==> config.mk <==
export PLATFORM = sky130hd
export DESIGN_NAME = shot_aim_controller
export DESIGN_NICKNAME = d
export VERILOG_FILES = /design/src/rtl/billiard_aim_pkg.sv /design/src/rtl/aim_key_repeat.sv /design/src/rtl/shot_aim_controller.sv
export SDC_FILE = /design/constraint.sdc
export NUM_CORES = 1
export LEC_CHECK = 0
export ABC_AREA = 0
export CORE_ASPECT_RATIO = 0.6
export CORE_MARGIN = 2
export CORE_UTILIZATION = 35
export CTS_CLUSTER_DIAMETER = 50
export DETAILED_ROUTE_END_ITERATION = 10
export PLACE_DENSITY_LB_ADDON = 0.15
export SKIP_CTS_REPAIR_TIMING = 1
export SYNTH_ARGS = -nofsm -noshare
export SYNTH_HDL_FRONTEND = slang
export SYNTH_SLANG_ARGS = --single-unit
==> constraint.sdc <==
create_clock -name clk -period 8.1 [get_ports clk]
set_input_delay 1.215 -clock clk [delete_from_list [all_inputs] [get_ports clk]]
set_output_delay 1.215 -clock clk [all_outputs]
set_load 0.01 [all_outputs]
==> src/rtl/billiard_aim_pkg.sv <==
// billiard_aim_pkg
// Shared types and helpers for the cue-aim controller.
//   aim_state_t : shot FSM states (AIM, FIRE, LOCKED)
//   aim_dir_t   : resolved keypad direction
//   sat_add     : add with symmetric clamp to [-vel_max, +vel_max]
package billiard_aim_pkg;

  typedef enum logic [1:0] {
    AIM    = 2'd0,
    FIRE   = 2'd1,
    LOCKED = 2'd2
  } aim_state_t;

  typedef enum logic [2:0] {
    DIR_NONE = 3'd0,
    DIR_YM   = 3'd1,
    DIR_YP   = 3'd2,
    DIR_XM   = 3'd3,
    DIR_XP   = 3'd4
  } aim_dir_t;

  // The int sum is wider than VEL_W+1, so an in-range operand plus a step
  // can never wrap before it is clamped.
  function automatic int sat_add(input int a, input int b, input int vel_max);
    int s;
    s = a + b;
    if (s > vel_max) return vel_max;
    if (s < -vel_max) return -vel_max;
    return s;
  endfunction

endpackage

==> src/rtl/aim_key_repeat.sv <==
// aim_key_repeat
// Turns the resolved direction into step pulses: one pulse when a direction
// becomes active (new press or change of key), then after REPEAT_DELAY held
// cycles, then every REPEAT_PERIOD cycles while still held.
// Ports:
//   clk        system clock
//   resetN     synchronous active-low reset
//   enable     high while keys are accepted; low clears repeat state
//   activeDir  direction currently requested
//   stepPulse  one-cycle step request (combinational, same cycle)
module aim_key_repeat
  import billiard_aim_pkg::*;
#(
  parameter int REPEAT_DELAY  = 12_500_000,
  parameter int REPEAT_PERIOD = 2_500_000
) (
  input  logic     clk,
  input  logic     resetN,
  input  logic     enable,
  input  aim_dir_t activeDir,
  output logic     stepPulse
);

  localparam int CNT_MAX = (REPEAT_DELAY > REPEAT_PERIOD) ? REPEAT_DELAY : REPEAT_PERIOD;
  localparam int CNT_W   = (CNT_MAX > 1) ? $clog2(CNT_MAX) : 1;
  localparam logic [CNT_W-1:0] DELAY_LOAD  = CNT_W'(REPEAT_DELAY - 1);
  localparam logic [CNT_W-1:0] PERIOD_LOAD = CNT_W'(REPEAT_PERIOD - 1);

  aim_dir_t         prevDir_q, prevDir_d;
  logic [CNT_W-1:0] cnt_q, cnt_d;

  always_comb begin
    stepPulse = 1'b0;
    prevDir_d = DIR_NONE;
    cnt_d     = '0;
    if (enable && (activeDir != DIR_NONE)) begin
      prevDir_d = activeDir;
      if (activeDir != prevDir_q) begin
        stepPulse = 1'b1;
        cnt_d     = DELAY_LOAD;
      end else if (cnt_q == '0) begin
        stepPulse = 1'b1;
        cnt_d     = PERIOD_LOAD;
      end else begin
        cnt_d = cnt_q - CNT_W'(1);
      end
    end
  end

  always_ff @(posedge clk) begin
    if (!resetN) begin
      prevDir_q <= DIR_NONE;
      cnt_q     <= '0;
    end else begin
      prevDir_q <= prevDir_d;
      cnt_q     <= cnt_d;
    end
  end

endmodule

==> src/rtl/shot_aim_controller.sv <==
// shot_aim_controller
// Keypad-driven cue aim with hold-to-repeat, saturation and a shot lock.
//
//   state  | meaning
//   AIM    | aim line visible, direction keys step the aim, Enter may fire
//   FIRE   | one cycle: velocity strobe, aim optionally cleared
//   LOCKED | keys ignored until the balls have moved and stopped, or timeout
//
// Ports:
//   clk, resetN                  clock, synchronous active-low reset
//   key2/8/4/6IsPressed          direction levels (Y-, Y+, X-, X+)
//   keyEnterIsPressed            fire level
//   ballsMoving                  high while any ball moves
//   aimX, aimY                   current signed aim
//   aimActive                    high in AIM
//   newVelocityX/Y               shot velocity, held between shots
//   velocityWriteEnable          one-cycle strobe during FIRE
module shot_aim_controller
  import billiard_aim_pkg::*;
#(
  parameter int VEL_W         = 11,
  parameter int STEP          = 1,
  parameter int VEL_MAX       = 255,
  parameter int REPEAT_DELAY  = 12_500_000,
  parameter int REPEAT_PERIOD = 2_500_000,
  parameter int LOCK_TIMEOUT  = 50_000_000,
  parameter int CLEAR_ON_FIRE = 1
) (
  input  logic                    clk,
  input  logic                    resetN,
  input  logic                    key2IsPressed,
  input  logic                    key8IsPressed,
  input  logic                    key4IsPressed,
  input  logic                    key6IsPressed,
  input  logic                    keyEnterIsPressed,
  input  logic                    ballsMoving,
  output logic signed [VEL_W-1:0] aimX,
  output logic signed [VEL_W-1:0] aimY,
  output logic                    aimActive,
  output logic signed [VEL_W-1:0] newVelocityX,
  output logic signed [VEL_W-1:0] newVelocityY,
  output logic                    velocityWriteEnable
);

  localparam int LCNT_W = (LOCK_TIMEOUT > 1) ? $clog2(LOCK_TIMEOUT) : 1;
  localparam logic [LCNT_W-1:0] LOCK_LOAD = LCNT_W'(LOCK_TIMEOUT - 1);

  // bit 0..3 = keys 2, 8, 4, 6 (priority order), bit 4 = Enter
  logic [4:0] keys;
  logic [4:0] keyPrev_q;
  logic [4:0] keyRise;
  logic [3:0] armed_q, armed_d;
  logic       enterEdge_q, enterEdge_d;
  logic       inAim;
  logic       stepPulse;
  aim_dir_t   activeDir;

  aim_state_t              state_q, state_d;
  logic signed [VEL_W-1:0] aimX_q, aimX_d, aimY_q, aimY_d;
  logic signed [VEL_W-1:0] nvX_q, nvX_d, nvY_q, nvY_d;
  logic [LCNT_W-1:0]       lockCnt_q, lockCnt_d;
  logic                    seenMoving_q, seenMoving_d;
  int                      dx, dy;

  assign keys    = {keyEnterIsPressed, key6IsPressed, key4IsPressed, key8IsPressed, key2IsPressed};
  assign keyRise = keys & ~keyPrev_q;
  assign inAim   = (state_q == AIM);

  // A key only counts once it has risen while in AIM; anything held through
  // reset or LOCKED stays inert until released and pressed again.
  assign armed_d     = keys[3:0] & (armed_q | keyRise[3:0]) & {4{inAim}};
  assign enterEdge_d = keyRise[4] & inAim;

  always_comb begin
    activeDir = DIR_NONE;
    if (armed_d[0])      activeDir = DIR_YM;
    else if (armed_d[1]) activeDir = DIR_YP;
    else if (armed_d[2]) activeDir = DIR_XM;
    else if (armed_d[3]) activeDir = DIR_XP;
  end

  aim_key_repeat #(
    .REPEAT_DELAY (REPEAT_DELAY),
    .REPEAT_PERIOD(REPEAT_PERIOD)
  ) u_repeat (
    .clk      (clk),
    .resetN   (resetN),
    .enable   (inAim),
    .activeDir(activeDir),
    .stepPulse(stepPulse)
  );

  always_comb begin
    state_d      = state_q;
    aimX_d       = aimX_q;
    aimY_d       = aimY_q;
    nvX_d        = nvX_q;
    nvY_d        = nvY_q;
    lockCnt_d    = lockCnt_q;
    seenMoving_d = seenMoving_q;
    dx           = 0;
    dy           = 0;

    case (activeDir)
      DIR_YM:  dy = -STEP;
      DIR_YP:  dy = STEP;
      DIR_XM:  dx = -STEP;
      DIR_XP:  dx = STEP;
      default: ;
    endcase

    case (state_q)
      AIM: begin
        if (stepPulse) begin
          aimX_d = VEL_W'(sat_add(int'(aimX_q), dx, VEL_MAX));
          aimY_d = VEL_W'(sat_add(int'(aimY_q), dy, VEL_MAX));
        end
        if (enterEdge_q && (keys[3:0] == 4'b0000) && ((aimX_q != '0) || (aimY_q != '0))) begin
          state_d = FIRE;
          nvX_d   = aimX_q;
          nvY_d   = aimY_q;
        end
      end
      FIRE: begin
        if (CLEAR_ON_FIRE != 0) begin
          aimX_d = '0;
          aimY_d = '0;
        end
        state_d      = LOCKED;
        lockCnt_d    = LOCK_LOAD;
        seenMoving_d = 1'b0;
      end
      LOCKED: begin
        if (ballsMoving) seenMoving_d = 1'b1;
        if (seenMoving_q && !ballsMoving) begin
          state_d = AIM;
        end else if (!seenMoving_q && !ballsMoving && (lockCnt_q == '0)) begin
          state_d = AIM;
        end else if (lockCnt_q != '0) begin
          lockCnt_d = lockCnt_q - LCNT_W'(1);
        end
      end
      default: state_d = AIM;
    endcase
  end

  always_ff @(posedge clk) begin
    if (!resetN) begin
      keyPrev_q    <= '1;
      armed_q      <= '0;
      enterEdge_q  <= 1'b0;
      state_q      <= AIM;
      aimX_q       <= '0;
      aimY_q       <= '0;
      nvX_q        <= '0;
      nvY_q        <= '0;
      lockCnt_q    <= '0;
      seenMoving_q <= 1'b0;
    end else begin
      keyPrev_q    <= keys;
      armed_q      <= armed_d;
      enterEdge_q  <= enterEdge_d;
      state_q      <= state_d;
      aimX_q       <= aimX_d;
      aimY_q       <= aimY_d;
      nvX_q        <= nvX_d;
      nvY_q        <= nvY_d;
      lockCnt_q    <= lockCnt_d;
      seenMoving_q <= seenMoving_d;
    end
  end

  assign aimX                = aimX_q;
  assign aimY                = aimY_q;
  assign newVelocityX        = nvX_q;
  assign newVelocityY        = nvY_q;
  assign aimActive           = inAim;
  assign velocityWriteEnable = (state_q == FIRE);

endmodule

==> results of run 1 <==
stage by stage:
stage | hold WS [ns] | area, um^2
floorplan | 0.372 | 6070
global placement | 0.384 | 6830
detailed placement | 0.391 | 6830
CTS | 0.401 | 7110
global route | 0.412 | 7110
finish | 0.398 | 7110
sequential cells by signal (all words and copies together) (netlist names), 3 cells and up:
register and cells:
aimY 11, aimX 11, newVelocityY 11, u_repeat.prevDir_q 3
u_repeat.cnt_q 24, armed_q 4, newVelocityX 11, keyPrev_q 5
lockCnt_q 26
path summary, 6_finish.rpt:
path,from,to,slack (ns),cells after the start
setup / recovery,key2IsPressed,aimX[6],1.55,18
hold / removal,keyPrev_q[4],enterEdge_q,0.40,1
setup reg to reg,state_q[1],aimX[6],2.17,19
hold reg to reg,keyPrev_q[4],enterEdge_q,0.40,1
worst max-delay path: stages:
cell	delay [ns]
clkdlybuf4s50_1	0.52
a22oi_1	0.30
nand2_1	0.29
inv_1	0.59
ha_1	0.42
a2111oi_0	0.45
o21ai_1	0.12
nand2_1	0.10
o21ai_0	0.12
a21o_1	0.22
a21oi_1	0.23
inv_1	0.12
fa_1	0.48
nor4b_1	0.32
nand3_1	0.10
nor4_1	0.75
nor3_4	0.11
a221o_1	0.31
layout make-up:
class                      count  area [um^2]
fill                        1748         9930
multi-input combinational    524         3670
sequential                   110         2200
timing repair buffer          57          561
tap                          234          293
clock buffer                  10          229
inverter                      25         96.3
clock inverter                 6         53.8
metal layers:
layer  global-route usage  share of wire  vias up
met5                    0              0        -
met1                0.256           0.52     2452
met2                0.270           0.42      128
met4               0.0384         0.0090        0
met3               0.0379          0.050       12
li1                     -              -     2562
Yosys cell counts, types with 4 or more instances:
cell      number
or4_1          9
a21o_1        12
nand3_1       13
buf_2          6
a22o_1         4
a21oi_1       71
and3_1         6
nand4_1        9
or2_2          5
or3_1          8
mux2i_1       18
clkbuf_1      14
xor2_1        22
nor2b_1        4
o21ai_0        8
nand2b_1      18
inv_1         24
ha_1          24
o21ai_1        4
a221o_1        6
nor4_1        22
dfxtp_1      110
nor3_1        19
xnor2_1       33
nand2_1       38
a31oi_1        4
nor2_1        80
fa_1          16
nor4b_1        5
power by group:
part	total (mW)	internal [mW]	switching, mW
Sequential	0.636	0.579	0.0571
Clock	0.436	0.215	0.221
Combinational	0.407	0.180	0.226
cells by family (layout without fill, tap and decap cells):
logic type                 after synthesis  in the layout  synth area share
xor gates and xnor gates                55             55            0.0794
buffers and inverters                   46             98            0.0314
muxes                                   18             18            0.0297
adders and majority gates               40             40             0.102
DFF                                    110            110             0.363
AOI/OAI and AO/OA                      153            153             0.170
and+or+nand+nor                        258            258             0.224
==> results_dict.tcl, run 1 <==
set metrics [dict create \
    io_buffers 53 \
    cap_viol_max_count 0 \
    fmax_mhz 153 \
    cts_buffers 9 \
    crit_fanout 16 \
    setup_ws_ns 1.55 \
    start_util 0.356 \
    num_vias 5154 \
    syn_area_per_cell_um2 8.92 \
    final_common_cell "dfxtp_1" \
    worst_pin_slew_ns 1.01 \
    final_cell_mix "dfxtp_1 (110), nor2_1 (80), a21oi_1 (71)" \
    synth.largest_area_cell "dfxtp_1" \
    die_y_um 106 \
    overflow 0 \
    cts.sinks 110 \
    yosysWarnings 0 \
    p_leak_nw 2.93 \
    final.period_utilization 0.808 \
    die-area_um2 18400 \
    pre_cts_slack_ns 1.31 \
    finalNonFillerCells 966 \
    skew_ns 0.0111 \
    final_nets 775 \
    synthFlopType "dfxtp_1" \
    cp.arrival_ns 6.78 \
    synthArstFlopShare 0 \
    dp_hpwl_um 11500 \
    cp-end-kind "register" \
    required_ns 8.34 \
    core_um2 17000 \
    synth_cells 680 \
    synthesis.nets 728 \
    ys_seq_area_frac 0.363 \
    yosys.area.top_type_share 0.363 \
    die_w_um 174 \
    clkTransAtPathRegs_ns 0.07 \
    routed_via_density 5.34 \
    worstSetupPathType "input port to register" \
    drive_gt1_frac 0.0546 \
    totalNegativeSetupSlack_ns 0 \
    grtUsageTotal 0.177 \
    synth-seq-cells 110 \
    dr.pass1.iters 5 \
    grt_antenna_before_repair 1 \
    root_buffer "clkbuf_16" \
    synth.cell_area_um2 6070 \
    area_growth_pct 17.2 \
    rsz0062_at_grt "no" \
    fp-row-count 37 \
    clock_latency_ns 0.35 \
    start_kind "input port" \
    holdCritPathClass "register to register" \
    status "finished clean" \
    finalSetupViolations 0 \
    post_drt_wl_per_cell_um 16.4 \
    drtAntennaViolNets 0 \
    fin_util 0.417 \
    grt_max_degree 50 \
    ioPinCount 54 \
    max_slew_margin 0.324 \
    drc_errors 0 \
    cts_htree_levels 3 \
    yosys-top-cells-area "dfxtp_1 (36%), a21oi_1 (5.9%), fa_1 (5.3%), ha_1 (5.0%), nor2_1 (5.0%)" \
    power.density_nw_per_um2 208 \
    period_needed_ns 6.55 \
    synth-edff-count 0 \
    wirelength_um 15800 \
    cts_buffer_depth 2 \
    synth.distinct_cells 73 \
    diodes 0 \
    dr.first_iter.drc_count 275 \
    finalMaxSlewViolations 0 \
    routabilityCongestion 0.874 \
    irDropWorstVdd_v 0.000117 \
    cts_tree "done" \
    grt_pass1_vias 4992 \
    power_mw 1.48 \
    dp_cells 950 \
    grt_pass1_wl_um 26100 \
    final-hold-violation-count 0 \
]
No activity file was read; power rests on OpenSTA's default activity.
==> run 2: changes to the inputs <==
clock period = 6.5 ns   (was 8.1 ns; I/O delays follow)
==> results_dict.tcl, run 2 (synthesis results as in run 1) <==
set metrics [dict create \
    status "finished clean" \
    cts_buffer_depth 2 \
    holdCritPathClass "register to register" \
    routed_via_density 5.37 \
    pre_cts_slack_ns 0.501 \
    grt_antenna_before_repair 0 \
    cts_htree_levels 3 \
    ioPinCount 54 \
    dr.pass1.iters 5 \
    switching_share 0.331 \
    fmax_mhz 174 \
    final.period_utilization 0.884 \
    seq_power_share 0.426 \
    grtUsageTotal 0.178 \
    rsz0062_at_grt "no" \
    start_util 0.356 \
    die-area_um2 18400 \
    skew_ns 0.00972 \
    setup_ws_ns 0.755 \
    multi_input_area_um2 3670 \
    clock_latency_ns 0.35 \
    place_area_um2 6840 \
    io_buffers 53 \
    clkTransAtPathRegs_ns 0.07 \
    final_nets 777 \
    drc_errors 0 \
    irDropWorstVdd_v 0.000120 \
    area_growth_pct 17.5 \
    cts.sinks 110 \
    fp-row-count 37 \
    largest-register "lockCnt_q" \
    routabilityCongestion 0.876 \
    dp_hpwl_um 11700 \
    period_needed_ns 5.74 \
    largest_register_ffs 26 \
    power_frac_comb 0.277 \
    cts_buffers 9 \
    num_vias 5186 \
    totalNegativeSetupSlack_ns 0 \
    cp-end-kind "register" \
    crit_fanout 10 \
    cts_tree "done" \
    fillers 1687 \
    worstSetupPathType "input port to register" \
    root_buffer "clkbuf_16" \
    seqCellArea_um2 2200 \
    finish.instance_area_um2 7130 \
    diodes 0 \
    final_common_cell "dfxtp_1" \
    drtAntennaViolNets 0 \
    drive_gt1_frac 0.0560 \
    cp.arrival_ns 5.99 \
    fin_util 0.418 \
    max_slew_margin 0.444 \
    p_leak_nw 2.95 \
    grt_pass1_wl_um 26200 \
    final_cell_mix "dfxtp_1 (110), nor2_1 (80), a21oi_1 (71)" \
    start_kind "input port" \
    p_clk_frac 0.297 \
    core_um2 17000 \
    timing.hold.ws_ns 0.389 \
    die_y_um 106 \
    required_ns 6.75 \
    p_int_mw 1.25 \
    wirelength_um 15900 \
    reg_top3 "lockCnt_q (26), u_repeat.cnt_q (24)" \
    grt_max_degree 50 \
    power_mw 1.86 \
    dr.first_iter.drc_count 402 \
    dp_cells 952 \
    p_sw_mw 0.617 \
    finalMaxSlewViolations 0 \
    finalNonFillerCells 966 \
    reg2reg_slack_ns 1.18 \
    worst_pin_slew_ns 0.833 \
    grt_pass1_vias 5027 \
    power.density_nw_per_um2 262 \
    final-hold-violation-count 0 \
    post_drt_wl_per_cell_um 16.4 \
    finalSetupViolations 0 \
    overflow 0 \
    die_w_um 174 \
    cap_viol_max_count 0 \
]
run 2: critical path: stages:
cell and delay (ns):
clkdlybuf4s50_1 0.52, a22oi_1 0.31, nand2_1 0.30, inv_1 0.35
ha_1 0.36, a2111oi_0 0.45, o21ai_1 0.14, nand2_1 0.12
o21ai_0 0.14, a21o_1 0.23, a21oi_1 0.23, inv_1 0.12
fa_1 0.52, nand4b_1 0.12, nor4_1 0.23, and3_1 0.23
a41oi_2 0.16, o221a_2 0.32, a21o_1 0.15
run 2: area by class of cell:
class                      instances  share of cell area
clock buffer                       9              0.0316
inverter                          25              0.0135
clock inverter                     5             0.00843
tap                              234              0.0411
multi-input combinational        524               0.516
sequential                       110               0.309
timing repair buffer              59              0.0808
run 2: final timing paths:
path | start | end | depth (start not counted)
worst max-delay path | key2IsPressed | aimX[9] | 19
worst min-delay path | keyPrev_q[4] | enterEdge_q | 1
worst max register to register | state_q[1] | aimX[9] | 20
worst min register to register | keyPrev_q[4] | enterEdge_q | 1
run 2: power groups by stage:
| stage | combinational [mW] | clock (mW) | sequential (mW) |
|---|---|---|---|
| after detailed placement | 0.508 | 0 | 0.810 |
| after floorplan | 0.342 | 0 | 0.795 |
| after CTS | 0.513 | 0.577 | 0.794 |
| after global routing | 0.569 | 0.603 | 0.803 |
| final | 0.517 | 0.553 | 0.794 |
| after global placement | 0.503 | 0 | 0.809 |
run 2: layer usage:
layer / global-route usage / up-vias / wire length, um
met5: 0 / - / 0
met4: 0.0432 / 0 / 151
met3: 0.0365 / 15 / 883
met2: 0.272 / 132 / 6760
met1: 0.257 / 2471 / 8050
li1: - / 2568 / -
==> run 3: changes to the inputs <==
PLACE_DENSITY_LB_ADDON = unset   (was 0.15)
REMOVE_ABC_BUFFERS = 1   (was unset)
==> results_dict.tcl, run 3 (synthesis results as in run 1) <==
set metrics [dict create \
    cp.arrival_ns 5.95 \
    skew_ns 0.00946 \
    die_y_um 106 \
    cts_tree "done" \
    worstSetupPathType "input port to register" \
    area_growth_pct 18.2 \
    drtAntennaViolNets 0 \
    final.period_utilization 0.878 \
    holdCritPathClass "register to register" \
    wirelength_um 15500 \
    cts.sinks 110 \
    start_kind "input port" \
    finish.instance_area_um2 7170 \
    ioPinCount 54 \
    cts_htree_levels 3 \
    overflow 0 \
    required_ns 6.75 \
    final_nets 777 \
    crit_fanout 8 \
    dp_cells 952 \
    grt_pass1_vias 4970 \
    place_area_um2 6840 \
    start_util 0.356 \
    hold_path_depth 1 \
    routabilityCongestion 0.898 \
    finalSetupViolations 0 \
    final-hold-violation-count 0 \
    root_buffer "clkbuf_16" \
    grt_pass1_wl_um 25600 \
    max_slew_margin 0.453 \
    core_um2 17000 \
    grtUsageTotal 0.171 \
    final_common_cell "dfxtp_1" \
    fillers 1692 \
    diodes 0 \
    totalNegativeSetupSlack_ns 0 \
    dr.first_iter.drc_count 289 \
    largest-register "lockCnt_q" \
    status "finished clean" \
    cts_buffer_depth 2 \
    io_buffers 53 \
    die-area_um2 18400 \
    cts_buffers 9 \
    final_cell_mix "dfxtp_1 (110), nor2_1 (80), a21oi_1 (71)" \
    finalMaxSlewViolations 0 \
    rsz0062_at_grt "no" \
    period_needed_ns 5.71 \
    finalNonFillerCells 968 \
    grt_max_degree 50 \
    reg_top3 "lockCnt_q (26), u_repeat.cnt_q (24)" \
    power.density_nw_per_um2 268 \
    p_leak_nw 2.96 \
    irDropWorstVdd_v 0.000121 \
    routed_via_density 5.49 \
    grt_antenna_before_repair 0 \
    largest_register_ffs 26 \
    dp_hpwl_um 11500 \
    dr.pass1.iters 5 \
    drive_gt1_frac 0.0572 \
    clock_latency_ns 0.35 \
    drc_errors 0 \
    cp-end-kind "register" \
    clkTransAtPathRegs_ns 0.07 \
    cap_viol_max_count 0 \
    worst_pin_slew_ns 0.819 \
    num_vias 5318 \
    reg2regPathDepth 20 \
    die_w_um 174 \
    fp-row-count 37 \
    fmax_mhz 175 \
    post_drt_wl_per_cell_um 16.0 \
]
-- run 3: power breakdown --
group,total (mW),internal (mW),switching (mW)
Combinational,0.512,0.227,0.285
Clock,0.614,0.353,0.261
Sequential,0.796,0.722,0.0742
-- run 3: stage by stage --
step | setup WS, ns | hold WS [ns] | power, mW | util
floorplan | 1.22 | 0.372 | 1.13 | -
global placement | 0.752 | 0.378 | 1.30 | 0.402
detailed placement | 0.553 | 0.385 | 1.31 | 0.402
CTS | 0.879 | 0.396 | 1.93 | 0.421
global route | 0.295 | 0.410 | 2.02 | 0.421
finish | 0.793 | 0.391 | 1.92 | 0.421
-- run 3: cell type report --
class,count,area (um^2),area share
tap,234,293,0.0408
inverter,25,96.3,0.0134
timing repair buffer,59,576,0.0803
multi-input combinational,524,3670,0.512
clock buffer,11,243,0.0339
sequential,110,2200,0.307
clock inverter,5,87.6,0.0122
-- run 3: final timing paths --
check,slack (ns),to,from
max,0.79,aimX[8],key2IsPressed
min,0.39,enterEdge_q,keyPrev_q[4]
max reg2reg,1.19,aimX[8],state_q[1]
min reg2reg,0.39,enterEdge_q,keyPrev_q[4]
-- run 3: routing by layer --
layer,track usage,wire (um),up-vias
met5,0,0,-
met4,0.0474,262,0
met3,0.0433,856,21
met2,0.250,6430,140
met1,0.249,7970,2586
li1,-,-,2571
-- run 3: worst max-delay path: stages --
cell and delay (ns):
clkdlybuf4s50_1 0.52, a22oi_1 0.31, nand2_1 0.28, inv_1 0.30, ha_1 0.35, a2111oi_0 0.48
o21ai_1 0.16, nand2_1 0.12, o21ai_0 0.12, a21o_1 0.22, a21oi_1 0.24, inv_1 0.12
fa_1 0.51, nand4b_1 0.11, nor4_1 0.26, and3_1 0.24, a41oi_2 0.16, o221a_2 0.32
a21o_1 0.15
